`src/rtl/dport_arbiter.sv`:
```
// Two-requester round-robin arbiter for the shared debug-port channel.
// Holds the grant from request through response and guards the channel with a watchdog.
module dport_arbiter #(
    parameter int unsigned RISCV_ARCH = 64,
    parameter int unsigned TYPE_W     = 5,
    parameter int unsigned TIMEOUT    = 4096,
    parameter int unsigned CNT_W      = 16
) (
    input  logic                  i_clk,
    input  logic                  i_rst,
    input  logic                  i_m0_req_valid,
    input  logic [TYPE_W-1:0]     i_m0_type,
    input  logic [RISCV_ARCH-1:0] i_m0_addr,
    input  logic [RISCV_ARCH-1:0] i_m0_wdata,
    input  logic [2:0]            i_m0_size,
    output logic                  o_m0_req_ready,
    input  logic                  i_m0_resp_ready,
    output logic                  o_m0_resp_valid,
    output logic                  o_m0_resp_error,
    output logic [RISCV_ARCH-1:0] o_m0_rdata,
    input  logic                  i_m1_req_valid,
    input  logic [TYPE_W-1:0]     i_m1_type,
    input  logic [RISCV_ARCH-1:0] i_m1_addr,
    input  logic [RISCV_ARCH-1:0] i_m1_wdata,
    input  logic [2:0]            i_m1_size,
    output logic                  o_m1_req_ready,
    input  logic                  i_m1_resp_ready,
    output logic                  o_m1_resp_valid,
    output logic                  o_m1_resp_error,
    output logic [RISCV_ARCH-1:0] o_m1_rdata,
    output logic                  o_dport_req_valid,
    output logic [TYPE_W-1:0]     o_dport_type,
    output logic [RISCV_ARCH-1:0] o_dport_addr,
    output logic [RISCV_ARCH-1:0] o_dport_wdata,
    output logic [2:0]            o_dport_size,
    input  logic                  i_dport_req_ready,
    input  logic                  i_dport_resp_valid,
    input  logic                  i_dport_resp_error,
    input  logic [RISCV_ARCH-1:0] i_dport_rdata,
    output logic                  o_dport_resp_ready,
    output logic                  o_owner,
    output logic                  o_busy,
    output logic                  o_timeout
);

    typedef enum logic [2:0] {IDLE, REQ, RESP, TOUT_RESP, DRAIN} state_t;

    localparam logic [CNT_W-1:0] LIMIT = CNT_W'((TIMEOUT == 0) ? 0 : TIMEOUT - 1);

    state_t                  state, state_next;
    logic                    ptr, ptr_next;
    logic                    owner, owner_next;
    logic                    drain, drain_next;
    logic [CNT_W-1:0]        cnt, cnt_next, cnt_inc;
    logic [TYPE_W-1:0]       lat_type;
    logic [RISCV_ARCH-1:0]   lat_addr, lat_wdata;
    logic [2:0]              lat_size;
    logic                    any_req, winner, owner_resp_ready, resp_hs, at_limit, load;
    logic                    resp_valid, resp_error;
    logic [RISCV_ARCH-1:0]   resp_data;

    assign any_req          = i_m0_req_valid | i_m1_req_valid;
    assign winner           = (i_m0_req_valid & i_m1_req_valid) ? ptr : i_m1_req_valid;
    assign owner_resp_ready = owner ? i_m1_resp_ready : i_m0_resp_ready;
    assign resp_hs          = i_dport_resp_valid & owner_resp_ready;
    assign at_limit         = (TIMEOUT != 0) && (cnt == LIMIT);
    assign load             = (state == IDLE) && any_req;
    // Saturating; inert when the watchdog is disabled.
    assign cnt_inc          = ((TIMEOUT != 0) && (cnt != '1)) ? cnt + CNT_W'(1) : cnt;

    always_ff @(posedge i_clk) begin
        if (i_rst) begin
            state     <= IDLE;
            ptr       <= 1'b0;
            owner     <= 1'b0;
            drain     <= 1'b0;
            cnt       <= '0;
            lat_type  <= '0;
            lat_addr  <= '0;
            lat_wdata <= '0;
            lat_size  <= '0;
        end else begin
            state <= state_next;
            ptr   <= ptr_next;
            owner <= owner_next;
            drain <= drain_next;
            cnt   <= cnt_next;
            if (load) begin
                lat_type  <= winner ? i_m1_type  : i_m0_type;
                lat_addr  <= winner ? i_m1_addr  : i_m0_addr;
                lat_wdata <= winner ? i_m1_wdata : i_m0_wdata;
                lat_size  <= winner ? i_m1_size  : i_m0_size;
            end
        end
    end

    always_comb begin
        state_next = state;
        ptr_next   = ptr;
        owner_next = owner;
        drain_next = drain;
        cnt_next   = cnt;
        unique case (state)
            IDLE: begin
                if (any_req) begin
                    owner_next = winner;
                    cnt_next   = '0;
                    state_next = REQ;
                end
            end
            REQ: begin
                cnt_next = cnt_inc;
                if (i_dport_req_ready) begin
                    state_next = RESP;
                end else if (at_limit) begin
                    drain_next = 1'b0;
                    state_next = TOUT_RESP;
                end
            end
            RESP: begin
                cnt_next = cnt_inc;
                if (resp_hs) begin
                    ptr_next   = ~owner;
                    state_next = IDLE;
                end else if (at_limit) begin
                    drain_next = 1'b1;
                    state_next = TOUT_RESP;
                end
            end
            TOUT_RESP: begin
                if (drain && i_dport_resp_valid) drain_next = 1'b0;
                if (owner_resp_ready) begin
                    ptr_next   = ~owner;
                    state_next = drain_next ? DRAIN : IDLE;
                end
            end
            DRAIN: begin
                if (i_dport_resp_valid) begin
                    drain_next = 1'b0;
                    state_next = IDLE;
                end
            end
            default: state_next = IDLE;
        endcase
    end

    always_comb begin
        o_m0_req_ready     = 1'b0;
        o_m1_req_ready     = 1'b0;
        o_dport_req_valid  = 1'b0;
        o_dport_resp_ready = 1'b0;
        o_timeout          = 1'b0;
        resp_valid         = 1'b0;
        resp_error         = 1'b0;
        resp_data          = '0;
        if (!i_rst) begin
            unique case (state)
                IDLE: begin
                    o_m0_req_ready = any_req & ~winner;
                    o_m1_req_ready = any_req & winner;
                end
                REQ: begin
                    o_dport_req_valid = 1'b1;
                    o_timeout         = at_limit & ~i_dport_req_ready;
                end
                RESP: begin
                    resp_valid         = i_dport_resp_valid;
                    resp_error         = i_dport_resp_error;
                    resp_data          = i_dport_rdata;
                    o_dport_resp_ready = owner_resp_ready;
                    o_timeout          = at_limit & ~resp_hs;
                end
                TOUT_RESP: begin
                    resp_valid         = 1'b1;
                    resp_error         = 1'b1;
                    resp_data          = '1;
                    o_dport_resp_ready = drain;
                end
                DRAIN: o_dport_resp_ready = 1'b1;
                default: ;
            endcase
        end
        o_m0_resp_valid = resp_valid & ~owner;
        o_m0_resp_error = resp_error & ~owner;
        o_m0_rdata      = owner ? '0 : resp_data;
        o_m1_resp_valid = resp_valid & owner;
        o_m1_resp_error = resp_error & owner;
        o_m1_rdata      = owner ? resp_data : '0;
        o_dport_type    = i_rst ? '0 : lat_type;
        o_dport_addr    = i_rst ? '0 : lat_addr;
        o_dport_wdata   = i_rst ? '0 : lat_wdata;
        o_dport_size    = i_rst ? '0 : lat_size;
        o_owner         = ~i_rst & owner;
        o_busy          = ~i_rst & (state != IDLE);
    end

endmodule

```
`config.mk`:
```
export PLATFORM = sky130hd
export DESIGN_NAME = dport_arbiter
export DESIGN_NICKNAME = d
export VERILOG_FILES = /design/src/rtl/dport_arbiter.sv
export SDC_FILE = /design/constraint.sdc
export NUM_CORES = 1
export LEC_CHECK = 0
export CAP_MARGIN = 5
export CORE_AREA = 4 4 241 243
export DETAILED_ROUTE_END_ITERATION = 7
export DIE_AREA = 0 0 245 247
export GPL_ROUTABILITY_DRIVEN = 0
export PLACE_DENSITY = 0.45
export SYNTH_ARGS = -nofsm -noshare
export SYNTH_HDL_FRONTEND = slang
export SYNTH_SLANG_ARGS = --single-unit
```
`constraint.sdc`:
```
create_clock -name i_clk -period 4.95 [get_ports i_clk]
set_clock_uncertainty 0.2 [all_clocks]
set_input_delay 0.99 -clock i_clk [delete_from_list [all_inputs] [get_ports i_clk]]
set_output_delay 0.99 -clock i_clk [all_outputs]
set_load 0.01 [all_outputs]
```
==> impl_metrics.py <==
metrics = {
    "yosys": {
        "synth_nets": 1495,
        "syn_area_um2": 8660,
        "synth_seq_cells": 158,
        "synth_cell_type_count": 53,
        "ys_warn_count": 0,
        "synthCells": 1149,
        "synth-edff-count": 0,
        "ys_seq_area_share_pct": 36.53,
        "avgSynthCellArea_um2": 7.537,
        "async_reset_ff_share_pct": 0,
        "synthFlopType": "dfxtp_1",
    },
    "global_routing": {
        "grt_pass1_wl_um": 60930,
        "grt_overflow": 0,
        "gr-usage-all-layers_pct": 13.16,
        "grt_pass1_vias": 9755,
        "grt_max_degree": 146,
        "antenna_found_initial": 2,
    },
    "worst_setup_path": {
        "cp-start-kind": "flop",
        "path_max_fanout": 66,
        "path_buf_inv": 1,
        "cp.required_ns": 3.76,
        "slowest_stage": "or3_2",
        "cp.arrival_ns": 3.01,
        "path_cells": "nand2b_1, or3_2, nor2_1, clkdlybuf4s50_1",
        "worst_path_largest_cell_delay_ns": 0.88,
        "end_kind": "primary output",
        "critPathTopFamily": "simple AND/OR/NAND/NOR gates",
        "critPathKind": "flop to primary output",
    },
    "worst_hold_path": {
        "min_path_type": "flop to flop",
    },
    "timing": {
        "rsz0062_at_grt": "no",
        "finalSetupTns_ns": 0,
        "worst_slack_ns": 0.7531,
        "period_needed_ns": 4.197,
        "fin_crit_sh_pct": 84.79,
        "tightest_slew_ns": 1.089,
        "timing.slew.headroom_pct": 27.42,
        "hold_viol": 0,
        "fmax_mhz": 238.3,
        "slew_viol_final": 0,
        "setup_viol_count_final": 0,
    },
    "route": {
        "drt-total-wl_um": 41710,
        "drcViolationCount": 0,
        "vias_per_cell": 3.994,
        "wl_per_cell_um": 16.87,
        "via_count": 9877,
        "drtAntennaViolNets": 0,
        "drt_iter0_drc": 333,
        "firstDrtPassIters": 4,
    },
    "place": {
        "io_buffers": 619,
        "dpl_cell_area_um2": 15460,
        "place_ws_ns": 0.7904,
        "hpwl_um": 32250,
        "placed_cells": 2440,
    },
    "pwr": {
        "share_seq_of_total_power_pct": 35.5,
        "p_per_area_nw_per_um2": 258.0,
        "power.share.switching_pct": 29.43,
        "p_switching_uw": 1225,
        "pwr-share-clk_pct": 37.1,
        "internal_power_uw": 2939,
        "p_leak_uw": 0.006281,
        "power_uw": 4164,
        "p_comb_share_pct": 27.4,
        "vdd_drop_max_v": 0.0002625,
    },
    "die": {
        "die_y_um": 247,
        "dieArea_um2": 60520,
        "core_um2": 55950,
        "pin_count": 620,
        "start_util_pct": 15.48,
        "num_rows": 87,
        "die_x_um": 245,
    },
    "finish": {
        "fin_nets": 2049,
        "seq_area_um2": 3164,
        "syn2layout_area_growth_pct": 86.36,
        "nFillCells": 6150,
        "drive_gt1_share_pct": 3.497,
        "final_area_um2": 16140,
        "final_cell_mix": "clkdlybuf4s50_1 (618), nor2_1 (281), dfxtp_1 (157)",
        "multi_input_area_um2": 4986,
        "instances_no_fill": 2473,
        "final_common_cell": "clkdlybuf4s50_1",
    },
    "clocking": {
        "clkTransAtPathRegs_ns": 0.07,
        "cts_setup_buffers": 0,
        "cts_hold_buf": 0,
        "numCtsBuffers": 17,
        "clock_sinks": 158,
        "cts_tree": "built",
        "clock_path_buffers": 2,
        "clock-root-buffer": "clkbuf_16",
        "cts.htree.levels": 4,
        "clk_latency_ns": 0.48,
        "cts_resized": 0,
    },
    "run_status": {
        "outcome": "complete, no violations",
    },
    "job": {
        "cap_violations": 0,
    },
}
-- layout make-up --
| type | instances | share of cell area [%] |
|---|---|---|
| Inverter | 7 | 0.1628 |
| Timing Repair Buffer | 635 | 39.30 |
| Antenna cell | 1 | 0.01551 |
| Multi-Input combinational cell | 884 | 30.90 |
| Tap cell | 756 | 5.861 |
| Clock inverter | 15 | 1.520 |
| Clock buffer | 17 | 2.636 |
| Sequential cell | 158 | 19.61 |
-- through the flow --
stage / hold WS, ns / utilization, %
after detailed placement: 0.2553 / 27.64
after floorplan: 0.2379 / -
after global placement: 0.2497 / 27.64
after global routing: 0.2890 / 28.84
final: 0.2712 / 28.84
after CTS: 0.2768 / 28.84
-- flip-flops by register name (all words and copies together), names as in the netlist --
signal / count
state: 3
owner: 1
drain: 1
ptr: 1
cnt: 16
lat_size: 3
lat_addr: 64
lat_wdata: 64
lat_type: 5
-- synth_stat cells, types with 2 or more instances --
| library cell | instances | area share (%) |
|---|---|---|
| nand4_1 | 5 | 0.36 |
| buf_4 | 12 | 1.0 |
| a221oi_1 | 2 | 0.20 |
| xnor2_1 | 9 | 0.91 |
| nor2b_1 | 140 | 10 |
| nor4_1 | 9 | 0.65 |
| nand2_1 | 138 | 6.0 |
| a21oi_1 | 10 | 0.58 |
| dfxtp_1 | 158 | 37 |
| nor2_1 | 281 | 12 |
| and2_1 | 12 | 0.87 |
| nor3b_1 | 2 | 0.17 |
| buf_1 | 5 | 0.22 |
| a211oi_1 | 63 | 5.5 |
| nand3_1 | 18 | 1.0 |
| a22oi_1 | 54 | 4.7 |
| o21a_1 | 2 | 0.17 |
| inv_1 | 7 | 0.30 |
| and4_1 | 5 | 0.51 |
| buf_2 | 24 | 1.4 |
| a31oi_1 | 11 | 0.79 |
| clkbuf_1 | 50 | 2.2 |
| nor3_1 | 9 | 0.52 |
| mux2i_1 | 65 | 7.5 |
| and3_1 | 3 | 0.22 |
| buf_6 | 9 | 1.2 |
| a221o_1 | 10 | 1.2 |
| o21ai_0 | 11 | 0.64 |
-- worst min-delay path, delay by kind of cell (launching register included) --
family          cells  cell delay [ns]
flops               1             0.32
simple gates        1             0.06
compound gates      1             0.06
-- cells by family after synthesis --
group           Yosys count  synth area share [%]
flops                   158                 36.53
xor+xnor                 10                 1.011
compound gates          174                 14.74
simple gates            634                 33.78
mux                      65                 7.513
fa+ha+maj                 1                0.1445
buf+inv                 107                 6.285
-- routing by layer --
metal	vias up	GRT usage, %	wire, µm
li1	4999	-	-
met1	4477	15.71	17190
met2	369	22.47	20680
met3	30	4.533	3274
met4	2	3.725	547
met5	-	0	13
-- worst paths after layout --
check / from / end / slack [ns] / cells after the start
worst max-delay path: state[1] / o_m0_rdata[32] / 0.75 / 4
worst max register to register: state[1] / lat_addr[9] / 1.76 / 6
worst min-delay path: lat_wdata[0] / lat_wdata[0] / 0.27 / 2
worst min register to register: lat_wdata[0] / lat_wdata[0] / 0.27 / 2
-- power by group through the flow --
stage                     Combinational [µW]  Sequential, µW  Clock (µW)
after floorplan                          569            1480           0
after global placement                  1160            1500           0
after detailed placement                1160            1510           0
after CTS                               1170            1480        1610
after global routing                    1250            1500        1650
final                                   1140            1480        1540
Power figures use the tool's default switching activity.
